$ cat src/rtl/rsp_s2_dma_ahbic_decp.sv
// AHB bus-switch output-port decoder: address decode to one-hot HSEL, data-phase
// response mux, and a built-in default slave that logs accesses to unmapped addresses.
module rsp_s2_dma_ahbic_decp #(
  parameter int NUM_PORTS = 5,
  parameter int DATA_W    = 32,
  parameter int ADDR_LSB  = 10,
  parameter logic [NUM_PORTS*(32-ADDR_LSB)-1:0] REGION_BASE =
    (NUM_PORTS*(32-ADDR_LSB))'({(32-ADDR_LSB)'(7), (32-ADDR_LSB)'(6), (32-ADDR_LSB)'(5),
                                (32-ADDR_LSB)'(4), (32-ADDR_LSB)'(3), (32-ADDR_LSB)'(2),
                                (32-ADDR_LSB)'(1), (32-ADDR_LSB)'(0)}),
  parameter logic [NUM_PORTS*(32-ADDR_LSB)-1:0] REGION_MASK = '1
) (
  input  logic                        HCLK,
  input  logic                        HRESET,
  input  logic                        HREADYS,
  input  logic                        sel_dec,
  input  logic [31-ADDR_LSB:0]        decode_addr_dec,
  input  logic [1:0]                  trans_dec,
  input  logic [NUM_PORTS-1:0]        active_dec_i,
  input  logic [NUM_PORTS-1:0]        readyout_dec_i,
  input  logic [2*NUM_PORTS-1:0]      resp_dec_i,
  input  logic [DATA_W*NUM_PORTS-1:0] rdata_dec_i,
  input  logic                        err_clr,
  output logic [NUM_PORTS-1:0]        sel_dec_o,
  output logic                        active_dec,
  output logic                        HREADYOUTS,
  output logic [1:0]                  HRESPS,
  output logic [DATA_W-1:0]           HRDATAS,
  output logic [15:0]                 err_cnt,
  output logic [31:0]                 err_addr,
  output logic [1:0]                  dbg_state
);

  localparam int DW = 32 - ADDR_LSB;
  localparam int PW = $clog2(NUM_PORTS + 1);
  localparam logic [PW-1:0] DEF_PORT = PW'(NUM_PORTS);

  typedef enum logic [1:0] {ST_IDLE = 2'd0, ST_ERR1 = 2'd1, ST_ERR2 = 2'd2} state_t;

  state_t          state, next_state;
  logic [PW-1:0]   addr_port, data_port, hit_idx;
  logic            hit, err_start, def_ready;
  logic [1:0]      def_resp;
  logic [15:0]     err_cnt_q;
  logic [31:0]     err_addr_q;

  // Descending scan so the lowest matching port index is the one left standing.
  always_comb begin
    hit     = 1'b0;
    hit_idx = '0;
    for (int i = NUM_PORTS - 1; i >= 0; i--) begin
      if ((decode_addr_dec & REGION_MASK[i*DW +: DW]) ==
          (REGION_BASE[i*DW +: DW] & REGION_MASK[i*DW +: DW])) begin
        hit     = 1'b1;
        hit_idx = PW'(i);
      end
    end
    if (hit)                    addr_port = hit_idx;
    else if (trans_dec == 2'b00) addr_port = data_port;
    else                         addr_port = DEF_PORT;
  end

  always_comb begin
    sel_dec_o  = '0;
    active_dec = 1'b1;
    for (int i = 0; i < NUM_PORTS; i++) begin
      if (addr_port == PW'(i)) begin
        sel_dec_o[i] = sel_dec;
        active_dec   = active_dec_i[i];
      end
    end
  end

  // Handshake: an address phase is accepted, and data_port advances, only on an
  // HCLK edge with HREADYS=1; while HREADYS=0 the current data phase is extended.
  always_ff @(posedge HCLK or posedge HRESET) begin
    if (HRESET) data_port <= '0;
    else if (HREADYS) data_port <= addr_port;
  end

  always_comb begin
    HREADYOUTS = def_ready;
    HRESPS     = def_resp;
    HRDATAS    = '0;
    for (int i = 0; i < NUM_PORTS; i++) begin
      if (data_port == PW'(i)) begin
        HREADYOUTS = readyout_dec_i[i];
        HRESPS     = resp_dec_i[2*i +: 2];
        HRDATAS    = rdata_dec_i[i*DATA_W +: DATA_W];
      end
    end
  end

  // Default slave: two-cycle ERROR response for NONSEQ/SEQ to unmapped space.
  assign err_start = sel_dec && (addr_port == DEF_PORT) && HREADYS && trans_dec[1];

  always_ff @(posedge HCLK or posedge HRESET) begin
    if (HRESET) state <= ST_IDLE;
    else        state <= next_state;
  end

  always_comb begin
    next_state = state;
    def_ready  = 1'b1;
    def_resp   = 2'b00;
    case (state)
      ST_IDLE: if (err_start) next_state = ST_ERR1;
      ST_ERR1: begin
        def_ready  = 1'b0;
        def_resp   = 2'b01;
        next_state = ST_ERR2;
      end
      ST_ERR2: begin
        def_resp   = 2'b01;
        next_state = err_start ? ST_ERR1 : ST_IDLE;
      end
      default: next_state = ST_IDLE;
    endcase
  end

  // A clear coinciding with a new error leaves exactly that one error logged.
  always_ff @(posedge HCLK or posedge HRESET) begin
    if (HRESET) begin
      err_cnt_q  <= '0;
      err_addr_q <= '0;
    end else if (err_clr) begin
      err_cnt_q  <= (next_state == ST_ERR1) ? 16'd1 : 16'd0;
      err_addr_q <= (next_state == ST_ERR1) ? {decode_addr_dec, {ADDR_LSB{1'b0}}} : 32'd0;
    end else if (next_state == ST_ERR1) begin
      if (err_cnt_q != 16'hFFFF) err_cnt_q <= err_cnt_q + 16'd1;
      err_addr_q <= {decode_addr_dec, {ADDR_LSB{1'b0}}};
    end
  end

  assign err_cnt   = err_cnt_q;
  assign err_addr  = err_addr_q;
  assign dbg_state = state;

endmodule

$ cat config.mk
export PLATFORM = sky130hd
export DESIGN_NAME = rsp_s2_dma_ahbic_decp
export DESIGN_NICKNAME = d
export VERILOG_FILES = /design/src/rtl/rsp_s2_dma_ahbic_decp.sv
export SDC_FILE = /design/constraint.sdc
export NUM_CORES = 1
export LEC_CHECK = 0
export ABC_CLOCK_PERIOD_IN_PS = 2500
export CORE_AREA = 2 2 116 118
export CTS_CLUSTER_SIZE = 40
export DETAILED_ROUTE_END_ITERATION = 10
export DIE_AREA = 0 0 118 120
export GPL_TIMING_DRIVEN = 1
export PLACE_DENSITY = 0.76
export SYNTH_ARGS = -nofsm -noshare
export SYNTH_HDL_FRONTEND = slang
export SYNTH_SLANG_ARGS = --single-unit
export TNS_END_PERCENT = 100
$ cat constraint.sdc
create_clock -name HCLK -period 2.5 [get_ports HCLK]
set_clock_uncertainty 0.15 [all_clocks]
set_input_delay 0.375 -clock HCLK [delete_from_list [all_inputs] [get_ports HCLK]]
set_output_delay 0.375 -clock HCLK [all_outputs]
set_load 0.01 [all_outputs]
# Word-level counts from Yosys, hierarchy flattened
# Index checks and enable logic that the tools add are counted.
op_classes:
  muxes: 49
  n_reduce_logical: 12
  n_eq_ne: 17
  addsub: 1
op_table:
  columns: ["op", "n"]
  rows:
  - ["$mux 32", 8]
  - ["$mux 16", 3]
  - ["$eq 22x2->1 const B", 2]
  - ["$mux 1", 24]
  - ["$eq 22x1->1 const B", 1]
  - ["$eq 22x3->1 const B", 1]
  - ["$logic_not 22->1", 1]
  - ["$mux 3", 7]
  - ["$add 16x1->16 const B", 1]
  - ["$ne 16x16->1 const B", 1]
  - ["$eq 3x2->1 const B", 4]
  - ["$mux 2", 6]
  - ["$eq 3x3->1 const B", 3]
  - ["$eq 3x1->1 const B", 2]
  - ["$logic_not 3->1", 2]
  - ["$pmux 2 s3", 1]
  - ["$eq 2x1->1 const B", 2]
  - ["$logic_not 2->1", 2]
  - ["$reduce_bool 2->1", 2]
  - ["$logic_and 1x1->1", 3]
  - ["$eq 2x2->1 const B", 1]
  - ["$reduce_and 2->1", 1]
  - ["$reduce_or 2->1", 1]
word_totals:
  reg_bits: 53
  wordCells: 83
  inputBits: 209

# Depth between registers and ports, before layout
logic_depth:
  ltp_word: 16
  ltp_mapped: 9

# Worst setup path after synthesis
# OpenSTA, ideal clock, no wires.
synth_path:
  path_type: "reg2out"
  from: "register data_port[0]"
  to: "output HRDATAS[10]"
  stages_incl_launch_ff: 5
  t_arrival_ns: 1.754
  required_ns: 1.975
  path_buffers: 2
  path_slack_ns: 0.221
  path_cell_list: "dfrtp_1 buf_2 buf_1 mux4_2 a22o_1"
synth_via:
  elab_chain_cells: 6
synth_lines:
  columns: ["item", "line_no", "text"]
  rows:
  - ["start, declared", "41", "logic [PW-1:0] addr_port, data_port, hit_idx;"]
  - ["start signal, assigned", "78", "else if (HREADYS) data_port <= addr_port;"]
  - ["$logic_not 3->1", "86", "if (data_port == PW'(i)) begin"]
  - ["$mux 32 (4 in a row)", "86", null]
  - ["$mux 32 (*)", "86", null]
  - ["end, declared", "28", "output logic [DATA_W-1:0] HRDATAS,"]
# Every way passes the cells marked *; elsewhere a longest branch is shown, timed or not.

# Final worst setup path
layout_path:
  from: "input decode_addr_dec[15]"
  to: "output active_dec"
layout_via:
  elab_chain_cells: 13
layout_lines:
  columns: ["item", "line_no", "text"]
  rows:
  - ["start, declared", "17", "input logic [31-ADDR_LSB:0] decode_addr_dec,"]
  - ["$eq 22x3->1", "52", "if ((decode_addr_dec & REGION_MASK[i*DW +: DW]) =="]
  - ["$mux 1 or $mux 3 (tied branches) (5 in a row)", "52", null]
  - ["$mux 3 (*)", "58", "if (hit) addr_port = hit_idx;"]
  - ["$logic_not 3->1", "67", "if (addr_port == PW'(i)) begin"]
  - ["$mux 1 (4 in a row)", "67", null]
  - ["$mux 1 (*)", "67", null]
  - ["end, declared", "25", "output logic active_dec,"]
# Marks and branches as above.

==> run_results.csv <==
group,metric,value,unit
timing,rsz0062_at_grt,"yes",
synthesis,synth_top_family_by_area,"simple AND/OR/NAND/NOR gates",
worst_setup_path,cp_max_fo,4,
route,ant_nets,0,
cts,cts_max_path_buffers,2,
global_route,antenna_found_initial,3,
job,maxCapViolCount,0,
worst_setup_path,critPathMaxStageDelay,0.34,ns
global_route,grt_use_total,0.255,
timing,tns,-0.585,ns
die,start_util,0.294,
placed_design,finalWeightedCongestion,0.919,
synthesis,synth_cell_type_count,53,
synthesis,ys_ff_latch,43,
placed_design,dpl-instance-area,7060,µm²
route,first_pass_iters,5,
timing,finalSetupViolations,8,
die,die-area,14200,µm²
cts,htreeDepth,2,
timing,min_period,2.67,ns
die,die_w,118,µm
synthesis,syn_area,3810,µm²
cts,postCtsHoldBufs,0,
global_route,overflow,0,
power_and_ir_drop,power,0.00331,W
die,rows,42,
final_layout,layout_common_cells,"225 x clkdlybuf4s50_1, 51 x nand2_1, 47 x buf_4",
final_layout,final_util,0.592,
synthesis,ys.flop_type,"dfrtp_1",
worst_setup_path,worstSetupPathType,"in2out",
cts,cts_tree,"built",
cts,clock-sinks,43,
placed_design,post-place-ws,-0.981,ns
synthesis,synthArstFlopShare,1.00,
min_path,hp-start,"decode_addr_dec[17]",
power_and_ir_drop,p_leak,3.22,nW
synthesis,yosysWarnings,0,
timing,fmax,375,MHz
synthesis,synthAdderAreaFrac,0.0197,
final_layout,final_area,7690,µm²
route,post-route-drc-count,0,
worst_setup_path,r2r_cells,6,
timing,fin_crit_sh,1.07,
min_path,hp-class,"in2reg",
placed_design,hpwl,14800,µm
route,wl_per_cell,21.4,µm
die,die_h,120,µm
final_layout,drive_gt1_frac,0.289,
min_path,hold_path_depth,3,
synthesis,synth_seq_area_share,0.282,
worst_setup_path,crit_start,"decode_addr_dec[15]",
timing,slew_violations,0,
worst_setup_path,worst_setup_path_start_kind,"input pin",
synthesis,synthesis.instances,374,
timing,hold_viol,0,
final_layout,nNetsFinal,926,
synthesis,syn_area_per_cell,10.2,µm²
synthesis,synth_compound_area_frac,0.156,
cts,path_clk_slew,0.06,ns
final_layout,final_common_cell,"clkdlybuf4s50_1",
synthesis,synth_xor_area_frac,0,
worst_setup_path,worstPathCellList,"buf_2 > nor4_4 > buf_4 > nand3_4 > nor4_4 > o41ai_4 > and4_1 > a211oi_2 > buf_2",
synthesis,synth_edf_count,0,
cts,clkLatencyLatePin,0.29,ns
die,core-area,13000,µm²
route,wirelength,19000,µm
cts,numCtsBuffers,5,
route,viasPerCell,5.27,
worst_setup_path,slowest_stage,"nor4_4",
worst_setup_path,r2r-start,"dbg_state[0]",
route,dr.first_iter.drc_count,292,
die,ios,300,
placed_design,io_buffers,289,
worst_setup_path,crit_arrival,2.14,ns
power_and_ir_drop,powerDensity,430,nW/µm²
global_route,grt_max_degree,46,
global_route,grt_first_pass_wirelength,27700,µm
worst_setup_path,end_kind,"output port",
timing,fin_ws,-0.167,ns
route,vias,4685,
run_status,violations,"setup timing",
cts,root_buffer,"clkbuf_16",
global_route,grt_pass1_vias,4754,
synthesis,synth-simple-area-share,0.237,
worst_setup_path,required,1.98,ns
final_layout,area.growth.synth_to_final,102,%
synthesis,synth.mux.area_fraction,0.234,
power_and_ir_drop,ir_drop,0.454,mV
run_status,status,"finished, violations left",
==> sequential cells by signal, summed over array words and instances (netlist names) <==
signal / cells
err_addr: 22
data_port: 3
err_cnt: 16
dbg_state: 2
==> synthesized netlist by cell type (5+ instances only) <==
cell type / number / share of area
a21oi_1: 14 / 0.018
a22o_1: 34 / 0.078
and3_1: 5 / 0.0082
buf_2: 9 / 0.012
buf_4: 11 / 0.022
clkbuf_1: 15 / 0.015
dfrtp_1: 43 / 0.28
ha_1: 6 / 0.020
inv_1: 8 / 0.0079
mux2_4: 5 / 0.020
mux4_2: 33 / 0.19
nand2_1: 54 / 0.053
nand3_1: 7 / 0.0092
nand3b_1: 24 / 0.047
nor2_1: 17 / 0.017
nor2b_1: 8 / 0.013
nor3_1: 8 / 0.010
o31ai_1: 7 / 0.014
or4_1: 6 / 0.012
==> routing by layer <==
layer,vias to the layer above,global-route usage,wire length (µm)
met5,-,0,35
met4,6,0.0881,587
li1,2102,-,-
met1,2287,0.312,7420
met3,51,0.0713,1580
met2,239,0.433,9420
==> stage by stage <==
stage	hold slack, ns	cells
after global placement	0.341	844
after detailed placement	0.349	844
final	0.141	889
after floorplan	0.322	383
after CTS	0.147	873
after global routing	0.149	888
==> timing repair <==
action	CTS	global route
setup endpoints to repair	47	29
resized for setup	199	59
pin swaps	18	14
buffers inserted	18	14
gates cloned	3	2
==> path summary, 6_finish.rpt <==
path / slack, ns / to
max reg2reg: 0.32 / err_cnt[11]
max: -0.17 / active_dec
min: 0.14 / err_addr[27]
max in group asynchronous: 1.27 / err_cnt[3]
min in group asynchronous: 0.24 / err_addr[19]
min reg2reg: 0.36 / err_addr[25]
==> where the power goes <==
group | internal (W) | switching (W) | leakage [nW]
Clock | 0.000426 | 0.000267 | 0.0772
Combinational | 0.000886 | 0.000718 | 2.57
Sequential | 0.000877 | 0.000134 | 0.573
Total | 0.00219 | 0.00112 | 3.22
==> worst max-delay path: cells and delay by family <==
family / cells / cell delay [ns]
AO/OA/AOI/OAI: 2 / 0.31
buffers and inverters: 3 / 0.46
AND/OR/NAND/NOR: 4 / 0.98
==> cell families (layout without fill, tap and decap cells) <==
family,Yosys count,count (layout)
buf+inv,49,378
other cells,1,11
flops,43,43
simple gates,156,156
fa+ha+maj,6,6
mux,45,45
compound gates,74,74
==> final cells by class <==
class                   instances  area [µm²]
diodes                          1        2.50
clock buffers                   8         156
fillers                      1122        5290
inverters                       8        30.0
multi-input cells             291        2700
flip-flops and latches         43        1080
well taps                     176         220
repair buffers                362        3500
No activity file was read; power rests on OpenSTA's default activity.
